==> config.mk <==
export PLATFORM = sky130hd
export DESIGN_NAME = up5bit_counter_ctrl
export DESIGN_NICKNAME = d
export VERILOG_FILES = /design/src/rtl/up5bit_counter_ctrl.sv
export SDC_FILE = /design/constraint.sdc
export NUM_CORES = 1
export LEC_CHECK = 0
export BUFFER_PORTS_ARGS = -buffer_cell sky130_fd_sc_hd__buf_4
export CAP_MARGIN = 20
export CORE_ASPECT_RATIO = 2
export CORE_UTILIZATION = 49
export CTS_BUF_LIST = sky130_fd_sc_hd__clkbuf_8
export DETAILED_ROUTE_END_ITERATION = 10
export PLACE_DENSITY = 0.77
export REMOVE_ABC_BUFFERS = 1
export SYNTH_ARGS = -nofsm -noshare
export SYNTH_HDL_FRONTEND = slang
export SYNTH_SLANG_ARGS = --single-unit
==> constraint.sdc <==
create_clock -name clock0 -period 1.6 [get_ports clock0]
set_clock_uncertainty 0.1 [all_clocks]
set_input_delay 0.48 -clock clock0 [delete_from_list [all_inputs] [get_ports clock0]]
set_output_delay 0.48 -clock clock0 [all_outputs]
set_load 0.05 [all_outputs]
==> src/rtl/up5bit_counter_ctrl.sv <==
// rtl/up5bit_counter_ctrl.sv - two-requester round-robin controller driving a shared up-counter
// Optional abort input/aborted output enabled by defining COUNTER_CTRL_ABORT_EN.
module up5bit_counter_ctrl #(
  parameter int WIDTH = 5
) (
  input  logic             clock0,
  input  logic             reset,
  input  logic             req0_valid,
  input  logic [WIDTH-1:0] req0_start,
  input  logic [WIDTH-1:0] req0_len,
  output logic             req0_ready,
  input  logic             req1_valid,
  input  logic [WIDTH-1:0] req1_start,
  input  logic [WIDTH-1:0] req1_len,
  output logic             req1_ready,
  input  logic             hold,
`ifdef COUNTER_CTRL_ABORT_EN
  input  logic             abort,
  output logic             aborted,
`endif
  output logic [WIDTH-1:0] out,
  output logic             busy,
  output logic             owner,
  output logic             done0,
  output logic             done1
);

  typedef enum logic [1:0] {IDLE, LOAD, RUN, DONE} state_t;

  state_t           state_q;
  logic [WIDTH-1:0] out_q, rem_q, start_q, len_q;
  logic             owner_q, busy_q, done0_q, done1_q, rr_q;
  logic [WIDTH-1:0] out_d, rem_d;
  logic             grant0, grant1, abort_w, enter_done_d;

`ifdef COUNTER_CTRL_ABORT_EN
  logic aborted_q;
  assign abort_w = abort;
  assign aborted = aborted_q;
`else
  assign abort_w = 1'b0;
`endif

  // rr_q=0 favours req0; a lone valid always wins regardless of the pointer
  assign grant0     = req0_valid & (~req1_valid | ~rr_q);
  assign grant1     = req1_valid & (~req0_valid | rr_q);
  assign req0_ready = (state_q == IDLE) & grant0;
  assign req1_ready = (state_q == IDLE) & grant1;

  assign out_d = out_q + WIDTH'(1);
  assign rem_d = rem_q - WIDTH'(1);

  always_comb begin
    enter_done_d = 1'b0;
    case (state_q)
      LOAD:    enter_done_d = abort_w | (len_q == '0);
      RUN:     enter_done_d = abort_w | (~hold & (rem_q == WIDTH'(1)));
      default: enter_done_d = 1'b0;
    endcase
  end

  always_ff @(posedge clock0) begin
    if (reset) begin
      state_q   <= IDLE;
      out_q     <= '0;
      rem_q     <= '0;
      start_q   <= '0;
      len_q     <= '0;
      owner_q   <= 1'b0;
      busy_q    <= 1'b0;
      done0_q   <= 1'b0;
      done1_q   <= 1'b0;
      rr_q      <= 1'b0;
`ifdef COUNTER_CTRL_ABORT_EN
      aborted_q <= 1'b0;
`endif
    end else begin
      done0_q   <= 1'b0;
      done1_q   <= 1'b0;
`ifdef COUNTER_CTRL_ABORT_EN
      aborted_q <= 1'b0;
`endif
      case (state_q)
        IDLE: begin
          if (req0_ready | req1_ready) begin
            start_q <= req1_ready ? req1_start : req0_start;
            len_q   <= req1_ready ? req1_len : req0_len;
            owner_q <= req1_ready;
            busy_q  <= 1'b1;
            state_q <= LOAD;
          end
        end
        LOAD: begin
          if (!abort_w) begin
            out_q   <= start_q;
            rem_q   <= len_q;
            state_q <= RUN;
          end
        end
        RUN: begin
          if (!abort_w && !hold) begin
            out_q <= out_d;
            rem_q <= rem_d;
          end
        end
        DONE: begin
          busy_q  <= 1'b0;
          rr_q    <= ~owner_q;
          state_q <= IDLE;
        end
        default: state_q <= IDLE;
      endcase
      // Overrides the LOAD/RUN next state chosen above
      if (enter_done_d) begin
        state_q <= DONE;
        done0_q <= ~owner_q;
        done1_q <= owner_q;
`ifdef COUNTER_CTRL_ABORT_EN
        aborted_q <= abort_w;
`endif
      end
    end
  end

  assign out   = out_q;
  assign busy  = busy_q;
  assign owner = owner_q;
  assign done0 = done0_q;
  assign done1 = done1_q;

endmodule

==> reports/qor.txt, run 1 <==
Worst-Skew Late Latency: 0.27 ns
Final ANT Viol Nets: 0
Initial antenna violation count: 0
Ranking of synthesized cells by area: dfxtp_1 (38%), mux2i_1 (8.4%), a211oi_1 (7.3%), ha_1 (7.0%), nor2_1 (5.2%)
Required time worst endpoint: 1.02 ns
R2R Path End: state_q[0]$_SDFFE_PP0P_
Core area: 0.002770 mm2
Critical Path Start Type: register
Synth area leader: dfxtp_1
# DRC: 0
Yosys Warn Count: 0
Clock slew at reported path FFs: 0.09 ns
CTS Buf Count: 3
Crit path from: state_q[1]$_SDFFE_PP0P_
Layout Nets: 251
Clock Path Buffers: 2
Starting DRT DRC Count: 48
Post-DP HPWL: 2.858 mm
RSZ-0062 raised after global routing: true
List of most frequent post-synthesis cells: dfxtp_1 (27), nor2_1 (20), a211oi_1 (14)
Seq cells post-synth: 27
TritonCTS clock tree: built
Max Cap Viol: 0
Slowest stage delay, CP: 0.36 ns
Top cell type's share of synthesized area: 0.3760
Die ar.: 0.003168 mm2
Setup ws final: -0.2113 ns
Clk root buf: clkbuf_8
Final number of max-transition violations: 0
CP Capture Type: primary output
Grt total ovfl: 0
Max FO, Critical Path: 3
Worst path bufs/invs: 2
Post-synth EDFFs: 0
First-pass detailed-route iteration total: 4
Port bufs: 35
Final period utilization: 1.132
Pin count of the biggest net entering global routing: 28
First-pass GRT wire length: 6.279 mm
Mapped cell area: 0.001438 mm2
Final Hold Fails: 0
Cell depth of the worst setup path: 5
Worst Hold Class: reg2reg
Final setup fails: 11
Power Density: 1864 mW/mm2
Vias/cell: 5.984
Critical path's top delay family: flip-flops
Area of the multi-input gates: 998.5 um2
Slew @ Worst Pin: 0.3304 ns
Layout cells sized above 1: 0.5115
Setup TNS: -1.094 ns
Register area: 543.0 um2
Top-count cell post-synth: dfxtp_1
Syn Area/Cell: 8.985 um2
Critical Path End: req0_ready
Crit-path slowest cell: dfxtp_2
Synth Flop Type: dfxtp_1
Slew HR: 0.7797
Fmax: 552.1 MHz
Worst slack at placement: -0.1944 ns
Vias in the first global route: 1473
Routed via count: 1472
Die Ht: 78.60 um
Post-synthesis sequential area ratio: 0.3760
Syn Inst Count: 160
Max rail drop VDD: 1.243 mV
Post-synthesis cell type count: 38
Wirelength per Cell: 18.15 um
Total GRT Usage: 0.2808
Final-layout fill cell count: 177
Failing checks: negative setup slack
R2R depth: 7
Area grow syn2layout: 51.61%
Boundary pin count: 36
Run status: finished, violations left
Reg2reg start: state_q[1]$_SDFFE_PP0P_
Gpl congestion: 0.8658
FP Rows: 27
Routed Wire Length: 4.465 mm
Clock sink count: 27
Crit Path Category: reg2out
Post-Route Utilization: 0.7868
P_leak: 0.9580 nW
WP data arrival: 1.23 ns
Min Tclk post-route: 1.811 ns
N_diodes: 0
Starting Density: 0.5190
Cell Chain, Critical Path: inv_4 -> ha_4 -> nand2_2 -> a21oi_2 -> buf_6
Chip width: 40.30 um
Worst reg-to-reg setup slack: -0.14 ns
Htree depth: 1
Asr flop ratio synth: 0
## how the worst min path moves through the flow
stage | depth (start not counted) | endpoint | startpoint | slack [ns]
2_1_floorplan | 2 | rem_q[1]$_SDFFE_PP0P_ | rem_q[1]$_SDFFE_PP0P_ | 0.34
3_3_place_gp | 1 | done0$_SDFF_PP0_ | owner$_SDFFE_PP0P_ | 0.35
3_5_place_dp | 1 | done0$_SDFF_PP0_ | owner$_SDFFE_PP0P_ | 0.36
4_1_cts | 1 | done0$_SDFF_PP0_ | owner$_SDFFE_PP0P_ | 0.38
5_1_grt | 1 | done0$_SDFF_PP0_ | owner$_SDFFE_PP0P_ | 0.40
6_report | 1 | done0$_SDFF_PP0_ | owner$_SDFFE_PP0P_ | 0.37
## cells by family after synthesis
kind of cell	after synthesis	synth area share
buffers and inverters	16	0.05136
muxes	12	0.08355
xor gates and xnor gates	4	0.02437
DFF	27	0.3760
and+or+nand+nor	49	0.1784
adders and majority gates	8	0.06963
AOI/OAI and AO/OA	44	0.2167
## where the power goes
part / total (mW) / leakage, nW / switching [mW] / internal [mW]
Combinational: 2.52 / 0.710 / 1.34 / 1.18
Clock: 0.393 / 0.0255 / 0.219 / 0.175
Sequential: 1.15 / 0.223 / 0.257 / 0.894
## routing by layer
layer	global-route usage	wire (um)
met2	0.5113	2627
met4	0.1267	197
met1	0.2631	1429
met5	0	0
met3	0.07062	210
## final cells by class
class,instances,area share
clock buffers,3,0.01894
repair buffers,62,0.2405
clock inverters,1,0.002296
well taps,29,0.01665
inverters,7,0.01435
flip-flops and latches,27,0.2491
multi-input cells,117,0.4581
## timing repair
item                       CTS  global route
hold buffers                 0             0
gates resized for setup     18            38
setup buffers                6             6
pin swaps                    5            16
setup endpoints to repair   23            22
## worst reg2reg max path: stages, from the launching register on
cell and delay (ns):
dfxtp_2 0.38, inv_4 0.06, ha_1 0.29, nand2_1 0.09, nor4_4 0.22, buf_4 0.21, o31ai_4 0.08, a211oi_2 0.23
## per-stage QoR
stage | instances | hold WS (ns) | total power [mW] | cell area [um2]
3_5_place_dp | 231 | 0.3630 | 2.987 | 1822
5_1_grt | 246 | 0.4024 | 4.275 | 2180
4_1_cts | 241 | 0.3763 | 3.559 | 1971
6_report | 246 | 0.3690 | 4.063 | 2180
3_3_place_gp | 231 | 0.3469 | 2.899 | 1822
2_1_floorplan | 151 | 0.3389 | 2.277 | 1390
## state kept, by name (all words and copies together), names as in the netlist
register	flops
len_q	5
out	5
rem_q	5
start_q	5
state_q	2
busy	1
done0	1
done1	1
owner	1
rr_q	1
## layout by cell type, fill, tap and decap left out, drive strengths merged, types with 2 or more instances in the layout
master / n
buf: 62
dfxtp: 27
nor2: 21
a211oi: 14
mux2i: 12
nand2: 12
a21oi: 11
ha: 8
inv: 7
a21o: 4
nor3: 4
clkbuf: 3
a221oi: 2
xnor2: 2
o2bb2ai: 2
nand3: 2
xor2: 2
o211ai: 2
nor2b: 2
nand2b: 2
nor4: 2
o21ai: 2
o31ai: 2
Power figures use the tool's default switching activity.
==> run 2: changes to the inputs <==
--- a/config.mk
+++ b/config.mk
@@ -7,11 +7,13 @@
 export LEC_CHECK = 0
 export BUFFER_PORTS_ARGS = -buffer_cell sky130_fd_sc_hd__buf_4
 export CAP_MARGIN = 20
+export CELL_PAD_IN_SITES_DETAIL_PLACEMENT = 0
+export CELL_PAD_IN_SITES_GLOBAL_PLACEMENT = 1
 export CORE_ASPECT_RATIO = 2
-export CORE_UTILIZATION = 49
+export CORE_UTILIZATION = 37
 export CTS_BUF_LIST = sky130_fd_sc_hd__clkbuf_8
 export DETAILED_ROUTE_END_ITERATION = 10
-export PLACE_DENSITY = 0.77
+export PLACE_DENSITY_LB_ADDON = 0.1
 export REMOVE_ABC_BUFFERS = 1
 export SYNTH_ARGS = -nofsm -noshare
 export SYNTH_HDL_FRONTEND = slang
==> run 2 against run 1 <==
The run still ends with negative setup slack left. Worst hold slack worse by 0.018 ns. Setup slack better by 0.038 ns. Core utilization is 25 points lower. Clock power is 2% lower. Largest power group unchanged. Cell count is 4.1% higher. Critical endpoint unchanged.
==> reports/qor.txt, run 2 (synthesized netlist as in run 1, its figures left out) <==
Min Tclk post-route: 1.774 ns
Run status: finished, violations left
Commonest non-fill, non-tap cell in the layout: buf_4
Met2 wire length: 2.270 mm
Total power: 3.525 mW
Hold-fix buffers, CTS: 0
Die Ht: 90.15 um
Max Cap Viol: 0
Wl on met1: 1.340 mm
P_sw: 1.545 mW
P_leak: 0.8721 nW
Hold WS: 0.3509 ns
Worst path bufs/invs: 2
First-pass detailed-route iteration total: 4
Slowest stage delay, CP: 0.35 ns
First-pass GRT wire length: 6.085 mm
Routed Wire Length: 3.812 mm
Starting Density: 0.3943
Layout Nets: 241
Core area: 0.003646 mm2
Initial antenna violation count: 0
Final Instance Count excl. Fillers: 256
Int Pwr: 1.980 mW
Design area: 0.001967 mm2
Die ar.: 0.004154 mm2
FP Rows: 31
Vias in the first global route: 1356
Final Hold Fails: 0
Final ANT Viol Nets: 0
Clk root buf: clkbuf_8
Crit Path Category: reg2out
Starting DRT DRC Count: 23
Post-DP HPWL: 2.849 mm
Most frequent cells in the layout: buf_4 (49), dfxtp_1 (25), nor2_1 (20), a211oi_1 (13), mux2i_1 (12)
Port bufs: 35
TritonCTS clock tree: built
Wirelength per Cell: 14.89 um
Critical path's top delay family: flip-flops
Slew @ Worst Pin: 0.4932 ns
Htree depth: 1
Boundary pin count: 36
Setup ws final: -0.1737 ns
Clock Path Buffers: 2
Grt total ovfl: 0
Worst slack at placement: -0.1864 ns
Critical Path Start Type: register
Required time worst endpoint: 1.02 ns
CTS Buf Count: 3
Total GRT Usage: 0.1995
Layout cells sized above 1: 0.3671
Slew HR: 0.6677
Routed via count: 1337
Setup TNS: -0.5408 ns
Highest Signal Layer: met4
Gpl congestion: 0.8006
Vias/cell: 5.223
Clock share of power: 0.109
Final number of max-transition violations: 0
Final period utilization: 1.109
Cell Chain, Critical Path: inv_4 -> ha_4 -> nand2_2 -> a21oi_2 -> buf_6
Detailed route wirelength on metal3: 122 um
Max rail drop VDD: 0.8772 mV
RSZ-0062 raised after global routing: true
Clock slew at reported path FFs: 0.09 ns
Fmax: 563.8 MHz
Power Density: 1792 mW/mm2
# DRC: 0
Worst-Skew Late Latency: 0.27 ns
N_diodes: 0
Seq pwr share: 0.319
Chip width: 46.08 um
Dpl cells: 249
Final setup fails: 8
CP Capture Type: primary output
Clock sink count: 27
Switching fraction of total power: 0.4383
WP data arrival: 1.19 ns
Worst Hold Class: reg2reg
Power share of the combinational group: 0.571
Failing checks: negative setup slack
Max FO, Critical Path: 3
Area grow syn2layout: 36.81%
Placed instance area: 0.001832 mm2
Post-Route Utilization: 0.5395
Crit-path slowest cell: dfxtp_2
Pin count of the biggest net entering global routing: 21
==> run 2: cell types whose count changed in the layout (fill, tap and decap cells not counted), sizes merged <==
cell,previous run,this run
clkinv,1,0
buf,62,52
inv,7,8
==> run 2: path summary, 6_finish.rpt <==
kind	start	end	slack (ns)	cells past startpoint
worst max-delay path	state_q[1]$_SDFFE_PP0P_	req0_ready	-0.17	5
worst min-delay path	owner$_SDFFE_PP0P_	done0$_SDFF_PP0_	0.35	1
worst max register to register	state_q[0]$_SDFFE_PP0P_	state_q[0]$_SDFFE_PP0P_	-0.14	6
worst min register to register	owner$_SDFFE_PP0P_	done0$_SDFF_PP0_	0.35	1
==> run 2: layer usage <==
layer,track usage,vias up
met2,0.3779,40
met3,0.01807,7
met1,0.2015,623
li1,-,667
met5,0,-
met4,0.07598,0
==> run 2: layout make-up <==
cell class | instances | area (um2)
Clock buffer | 3 | 41.29
Clock inverter | 1 | 3.754
Fill cell | 379 | 1679
Inverter | 7 | 31.28
Multi-Input combinational cell | 117 | 872.1
Sequential cell | 27 | 543.0
Tap cell | 49 | 61.31
Timing Repair Buffer | 52 | 414.1
==> run 2: repair_timing <==
item	CTS	global route
resized for setup	14	7
endpoints found under the setup margin	25	19
pin swaps	3	3
setup buffers	2	1
hold endpoints to repair	0	0
==> run 2: worst reg2reg max path: stages, from the launching register on <==
cell,delay (ns)
dfxtp_2,0.36
buf_4,0.12
ha_1,0.22
nand2_1,0.11
nor4_4,0.34
nor3_1,0.16
a211oi_2,0.25
==> run 2: power by group through the flow <==
stage | registers (mW) | clock network, mW | logic [mW]
2_1_floorplan | 1.27 | 0 | 1.01
3_3_place_gp | 1.11 | 0 | 1.76
3_5_place_dp | 1.12 | 0 | 1.82
4_1_cts | 1.12 | 0.401 | 1.95
5_1_grt | 1.15 | 0.429 | 2.18
6_report | 1.13 | 0.385 | 2.01
